### config.mk
export PLATFORM = sky130hd
export DESIGN_NAME = pipe_ctrl_32
export DESIGN_NICKNAME = d
export VERILOG_FILES = /design/src/rtl/pipe_ctrl_32.sv
export SDC_FILE = /design/constraint.sdc
export NUM_CORES = 1
export LEC_CHECK = 0
export ABC_AREA = 1
export BUFFER_PORTS_ARGS = -buffer_cell sky130_fd_sc_hd__clkbuf_2
export CORE_UTILIZATION = 45
export DETAILED_ROUTE_END_ITERATION = 8
export PLACE_DENSITY_LB_ADDON = 0.2
export SYNTH_ARGS = -nofsm -noshare
export SYNTH_HDL_FRONTEND = slang
export SYNTH_SLANG_ARGS = --single-unit
### constraint.sdc
create_clock -name clk -period 9.55 [get_ports clk]
set_input_delay 1.91 -clock clk [delete_from_list [all_inputs] [get_ports clk]]
set_output_delay 1.91 -clock clk [all_outputs]
set_load 0.01 [all_outputs]
### src/rtl/pipe_ctrl_32.sv
// Control end of a DEPTH-stage pipe register chain: per-stage enables, clears, valid tracking,
// global stall timer and squashed-item counter. Optional macro PIPE_CTRL_BUBBLE_COLLAPSE_EN.
`timescale 1ns/1ps
module pipe_ctrl_32 #(
    parameter int DEPTH = 32,
    parameter int CNTW  = 8
) (
    input  logic             clk,
    input  logic             reset,
    input  logic             in_valid,
    output logic             in_ready,
    input  logic [DEPTH-1:0] stall_req,
    input  logic [DEPTH-1:0] squash_req,
    input  logic             stall_load,
    input  logic [CNTW-1:0]  stall_cycles,
    output logic [DEPTH-1:0] en,
    output logic [DEPTH-1:0] squash,
    output logic [DEPTH-1:0] valid,
    output logic             busy,
    output logic             global_stall,
    output logic [CNTW-1:0]  squash_cnt
);

    localparam int KW = $clog2(DEPTH + 1);
    localparam int SW = CNTW + KW;

    logic [DEPTH-1:0] valid_reg, valid_next;
    logic [DEPTH-1:0] stall_mask, squash_mask, bubble, frozen, en_int, squash_int, kill;
    logic [CNTW-1:0]  cnt_reg, cnt_next, cnt_dec;
    logic [CNTW-1:0]  sq_cnt_reg, sq_cnt_next;
    logic [KW-1:0]    kill_count;
    logic [SW-1:0]    sq_sum;

    assign global_stall = (cnt_reg != '0);

    // stall_mask[j] / squash_mask[j]: some request at index >= j (i.e. j <= kmax / smax).
    always_comb begin
        stall_mask  = '0;
        squash_mask = '0;
        stall_mask[DEPTH-1]  = stall_req[DEPTH-1];
        squash_mask[DEPTH-1] = squash_req[DEPTH-1];
        for (int j = DEPTH - 2; j >= 0; j--) begin
            stall_mask[j]  = stall_req[j] | stall_mask[j+1];
            squash_mask[j] = squash_req[j] | squash_mask[j+1];
        end
    end

`ifdef PIPE_CTRL_BUBBLE_COLLAPSE_EN
    logic [DEPTH-1:0] hole;

    // hole[j]: an empty register exists in j..kmax, so register j has room to advance.
    always_comb begin
        hole = '0;
        hole[DEPTH-1] = ~valid_reg[DEPTH-1];
        for (int j = DEPTH - 2; j >= 0; j--) begin
            hole[j] = ~valid_reg[j] | (stall_mask[j+1] & hole[j+1]);
        end
    end
    assign frozen = stall_mask & ~hole;
`else
    assign frozen = stall_mask;
`endif

    generate
        for (genvar gi = 0; gi < DEPTH; gi++) begin : g_stage
            logic src_valid;
            if (gi == 0) begin : g_first
                assign bubble[gi] = 1'b0;
                assign src_valid  = in_valid;
            end else begin : g_rest
                // Register just above the highest stalled one would otherwise copy the held item.
                assign bubble[gi] = stall_req[gi-1] & ~stall_mask[gi] & ~global_stall;
                assign src_valid  = valid_reg[gi-1];
            end
            assign en_int[gi]     = ~global_stall & ~frozen[gi];
            assign squash_int[gi] = squash_mask[gi] | bubble[gi];
            assign valid_next[gi] = squash_int[gi] ? 1'b0 :
                                    en_int[gi]     ? src_valid : valid_reg[gi];
        end
    endgenerate

    assign en       = reset ? '0 : en_int;
    assign squash   = reset ? '1 : squash_int;
    assign in_ready = en[0] & ~squash[0];
    assign valid    = valid_reg;
    assign busy     = |valid_reg;

    // A pure bubble clear loses nothing: that register's item advances in the same cycle.
    assign kill = valid_reg & squash_int & ~(bubble & ~squash_mask);

    always_comb begin
        kill_count = '0;
        for (int j = 0; j < DEPTH; j++) begin
            kill_count = kill_count + KW'(kill[j]);
        end
        sq_sum = SW'(sq_cnt_reg) + SW'(kill_count);
        if (sq_sum > SW'({CNTW{1'b1}})) begin
            sq_cnt_next = '1;
        end else begin
            sq_cnt_next = sq_sum[CNTW-1:0];
        end
    end

    always_comb begin
        cnt_dec  = global_stall ? cnt_reg - 1'b1 : '0;
        cnt_next = (stall_load && (stall_cycles > cnt_dec)) ? stall_cycles : cnt_dec;
    end

    assign squash_cnt = sq_cnt_reg;

    always_ff @(posedge clk) begin
        if (reset) begin
            valid_reg  <= '0;
            cnt_reg    <= '0;
            sq_cnt_reg <= '0;
        end else begin
            valid_reg  <= valid_next;
            cnt_reg    <= cnt_next;
            sq_cnt_reg <= sq_cnt_next;
        end
    end

endmodule
==> flow_results.xml <==
<?xml version="1.0" encoding="UTF-8"?>
<metrics>
  <group name="run_status">
    <metric name="status" unit="">finished clean</metric>
  </group>
  <group name="global_routing">
    <metric name="grt_busiest_layer" unit="">met2</metric>
    <metric name="gr_met2_demand_resource" unit="">0.4511</metric>
    <metric name="global_route.usage.met1" unit="">0.3149</metric>
    <metric name="global_route.usage.met3" unit="">0.02692</metric>
    <metric name="number_of_antenna_violations_at_the_first_check_in_global_routing" unit="">0</metric>
    <metric name="gr-total-overflow" unit="">0</metric>
    <metric name="grt_pass1_vias" unit="">4547</metric>
    <metric name="grt_max_degree" unit="">38</metric>
    <metric name="first_pass_grt_wire_length" unit="mm">20.49</metric>
    <metric name="groute.usage.overall" unit="">0.2500</metric>
  </group>
  <group name="min_path">
    <metric name="hp-class" unit="">flip-flop to flip-flop</metric>
    <metric name="hold_depth" unit="">2</metric>
  </group>
  <group name="worst_setup_path">
    <metric name="crit_path_launch_type" unit="">input pin</metric>
    <metric name="timing.critical_path.buf_inv" unit="">7</metric>
    <metric name="critical-path-top-cell-by-count" unit="">sky130_fd_sc_hd__fa_1</metric>
    <metric name="reg2reg_slack" unit="ns">3.76</metric>
    <metric name="critical_path.max_fanout" unit="">5</metric>
    <metric name="crit_path_top_delay_cell" unit="">sky130_fd_sc_hd__fa_1</metric>
    <metric name="critPathArrivalTime" unit="ns">9.34</metric>
    <metric name="critPathRequiredTime" unit="ns">9.81</metric>
    <metric name="end_kind" unit="">flip-flop</metric>
    <metric name="ff2ff_path_depth" unit="">24</metric>
    <metric name="worst-setup-path-type" unit="">input pin to flip-flop</metric>
    <metric name="cp_num_cells" unit="">41</metric>
    <metric name="critical_path.top_delay_family" unit="">adder cells</metric>
    <metric name="cpPeakStageDelay" unit="ns">0.57</metric>
  </group>
  <group name="layout">
    <metric name="layout_commonest_cell" unit="">sky130_fd_sc_hd__clkbuf_2</metric>
    <metric name="areaGrowthSynthToFinish" unit="%">27.89</metric>
    <metric name="largest_register_ff_count" unit="">32</metric>
    <metric name="commonest_cells_after_routing_fill_and_taps_aside" unit="">sky130_fd_sc_hd__clkbuf_2 (182), sky130_fd_sc_hd__inv_1 (143), sky130_fd_sc_hd__nand2_1 (107)</metric>
    <metric name="diodes" unit="">0</metric>
    <metric name="nNetsFinal" unit="">973</metric>
    <metric name="final_layout_size_suffix_gt1_frac" unit="">0.2854</metric>
  </group>
  <group name="clock_network">
    <metric name="clock_tree.root_cell" unit="">sky130_fd_sc_hd__clkbuf_8</metric>
    <metric name="worst_setup_hold_path_clk_slew" unit="ns">0.10</metric>
    <metric name="cts_htree_levels" unit="">2</metric>
    <metric name="cts_max_path_buffers" unit="">2</metric>
    <metric name="hold_buffer_count_at_cts" unit="">0</metric>
    <metric name="cts_sinks" unit="">48</metric>
    <metric name="worstSkewPairLatency" unit="ns">0.31</metric>
    <metric name="cts_tree" unit="">done</metric>
    <metric name="cts_buffers" unit="">5</metric>
  </group>
  <group name="timing">
    <metric name="final_max_slew_viol_count" unit="">0</metric>
    <metric name="finalClockSkew" unit="ns">0.007362</metric>
    <metric name="setup_viol" unit="">0</metric>
    <metric name="tightestPinTransition" unit="ns">1.149</metric>
    <metric name="timing.final.crit_share" unit="">0.9511</metric>
    <metric name="timing.setup.tns" unit="ns">0</metric>
    <metric name="finalHoldViolations" unit="">0</metric>
    <metric name="fin_hold_ws" unit="ns">0.5265</metric>
    <metric name="finalWorstPathRequiredPeriod" unit="ns">9.083</metric>
    <metric name="worst_slew_margin_rel" unit="">0.2294</metric>
    <metric name="max_freq" unit="MHz">110.1</metric>
  </group>
  <group name="route">
    <metric name="drt_pre_antenna_iters" unit="">6</metric>
    <metric name="drt_iter0_markers" unit="">161</metric>
    <metric name="detail_route.wl_per_cell" unit="um">13.45</metric>
    <metric name="antenna_violating_nets_post_route" unit="">0</metric>
    <metric name="drt_drc_violations_left" unit="">0</metric>
    <metric name="post_drt_via_cell_ratio" unit="">5.082</metric>
    <metric name="wirelength" unit="mm">13.14</metric>
    <metric name="vias" unit="">4965</metric>
  </group>
  <group name="power">
    <metric name="pwr-share-seq" unit="">0.384</metric>
    <metric name="clock_power_share" unit="">0.230</metric>
    <metric name="cell_internal_pwr" unit="uW">353.3</metric>
    <metric name="combinational_share_of_power" unit="">0.386</metric>
    <metric name="power_density" unit="nW/um^2">102.7</metric>
    <metric name="ir_worst_vdd" unit="V">0.0001299</metric>
    <metric name="switching_share" unit="">0.3973</metric>
    <metric name="switchingPower" unit="uW">232.8</metric>
    <metric name="power.static_leakage" unit="nW">2.775</metric>
  </group>
  <group name="job">
    <metric name="max_cap_viol_count" unit="">0</metric>
  </group>
  <group name="logic_synthesis">
    <metric name="post_synth_num_cell_types" unit="">35</metric>
    <metric name="ys_seq_area_frac" unit="">0.2152</metric>
    <metric name="synth.avg_cell_area" unit="sq um">6.785</metric>
    <metric name="syn-instance-count" unit="">658</metric>
    <metric name="ys.warnings.count" unit="">0</metric>
    <metric name="synth.area.top_cells" unit="">sky130_fd_sc_hd__dfxtp_1 (22%), sky130_fd_sc_hd__inv_1 (12%), sky130_fd_sc_hd__fa_1 (12%)</metric>
    <metric name="synth.net_count" unit="">784</metric>
    <metric name="synth.largest_area_cell" unit="">sky130_fd_sc_hd__dfxtp_1</metric>
    <metric name="ys_ff_latch" unit="">48</metric>
    <metric name="synthDominantCellAreaShare" unit="">0.2152</metric>
    <metric name="synth_area" unit="sq um">4464</metric>
  </group>
  <group name="floorplanning">
    <metric name="initial_utilization" unit="">0.4742</metric>
    <metric name="dieArea" unit="sq um">10320</metric>
    <metric name="io-pin-count" unit="">183</metric>
    <metric name="floorplan.core_area" unit="sq um">9415</metric>
    <metric name="floorplan.die.width" unit="um">101.6</metric>
    <metric name="die_h" unit="um">101.6</metric>
    <metric name="core.rowCount" unit="">35</metric>
  </group>
  <group name="placement">
    <metric name="finalWeightedCongestion" unit="">0.9322</metric>
    <metric name="io_buffers" unit="">182</metric>
    <metric name="post-dp-hpwl" unit="mm">10.90</metric>
  </group>
</metrics>
[cell type report]
type | count | area (sq um)
fill | 949 | 3706
multi-input combinational | 454 | 2959
timing repair buffer | 192 | 985.9
sequential | 48 | 960.9
inverter | 146 | 548.0
tap | 129 | 161.4
clock buffer | 7 | 86.33
clock inverter | 1 | 7.507
[through the flow]
stage                     worst slack (ns)  instances  area (sq um)  power [mW]  utilization
after global routing              -0.03485        977          5709      0.6323       0.6064
after floorplan                     0.5560        658          4464      0.3889            -
after detailed placement          -0.06116        964          5537      0.4543       0.5880
final                               0.4672        977          5709      0.5861       0.6064
after global placement              0.1204        964          5537      0.4482       0.5880
after CTS                           0.2503        972          5630      0.5870       0.5980
[synthesized netlist by cell type]
| library cell | count |
|---|---|
| sky130_fd_sc_hd__inv_1 | 144 |
| sky130_fd_sc_hd__nand2_1 | 107 |
| sky130_fd_sc_hd__nor2_1 | 71 |
| sky130_fd_sc_hd__a21oi_1 | 53 |
| sky130_fd_sc_hd__dfxtp_1 | 48 |
| sky130_fd_sc_hd__o21ai_0 | 37 |
| sky130_fd_sc_hd__nand3_1 | 29 |
| sky130_fd_sc_hd__fa_1 | 26 |
| sky130_fd_sc_hd__ha_1 | 24 |
| sky130_fd_sc_hd__nor3_1 | 14 |
| sky130_fd_sc_hd__nor4_1 | 14 |
| sky130_fd_sc_hd__o211ai_1 | 12 |
| sky130_fd_sc_hd__nand4_1 | 11 |
| sky130_fd_sc_hd__nor2_4 | 11 |
| sky130_fd_sc_hd__clkbuf_1 | 7 |
| sky130_fd_sc_hd__nand2_2 | 7 |
| sky130_fd_sc_hd__nor2_2 | 6 |
| sky130_fd_sc_hd__a31oi_1 | 4 |
| sky130_fd_sc_hd__nand4_2 | 4 |
| sky130_fd_sc_hd__xor2_1 | 4 |
| sky130_fd_sc_hd__buf_1 | 3 |
| sky130_fd_sc_hd__o2111ai_1 | 3 |
| sky130_fd_sc_hd__o21bai_1 | 3 |
| sky130_fd_sc_hd__nand2_4 | 2 |
| sky130_fd_sc_hd__nand4_4 | 2 |
| sky130_fd_sc_hd__nor3_2 | 2 |
| sky130_fd_sc_hd__or2_2 | 2 |
| sky130_fd_sc_hd__a211o_1 | 1 |
| sky130_fd_sc_hd__clkinv_1 | 1 |
| sky130_fd_sc_hd__inv_2 | 1 |
| sky130_fd_sc_hd__nor3_4 | 1 |
| sky130_fd_sc_hd__nor3b_1 | 1 |
| sky130_fd_sc_hd__o21a_1 | 1 |
| sky130_fd_sc_hd__or2_1 | 1 |
| sky130_fd_sc_hd__xnor2_1 | 1 |
[per-layer routing]
metal | wire, um | share of wire
met5 | 0 | 0
met1 | 5716 | 0.43
met3 | 686 | 0.052
met2 | 6603 | 0.50
met4 | 138 | 0.010
[final timing paths]
path / from / to
worst min register to register: valid[14] / valid[14]
worst max register to register: valid[16] / squash_cnt[1]
worst max-delay path: squash_req[31] / squash_cnt[1]
worst min-delay path: valid[14] / valid[14]
[power by group through the flow]
stage               combinational, mW  clock, mW  sequential, mW
floorplan                       0.161          0           0.228
global placement                0.219          0           0.229
detailed placement              0.225          0           0.229
CTS                             0.226      0.136           0.225
global route                    0.262      0.143           0.227
finish                          0.226      0.135           0.225
[logic make-up after synthesis]
family                   synth area share
AO/OA/AOI/OAI                      0.1413
XOR/XNOR                         0.009809
adder cells (fa/ha/maj)            0.1839
buffers and inverters              0.1312
flip-flops                         0.2152
AND/OR/NAND/NOR                    0.3187
[tightest hold or removal path: stages, from the launching register on]
cell	delay, ns
sky130_fd_sc_hd__dfxtp_1	0.36
sky130_fd_sc_hd__nand2_1	0.08
sky130_fd_sc_hd__a21oi_1	0.05
[timing repair]
item,CTS,global route
gates resized for setup,0,10
hold endpoints to repair,0,0
setup buffers,0,5
endpoints found under the setup margin,0,8
Power figures use the tool's default switching activity.
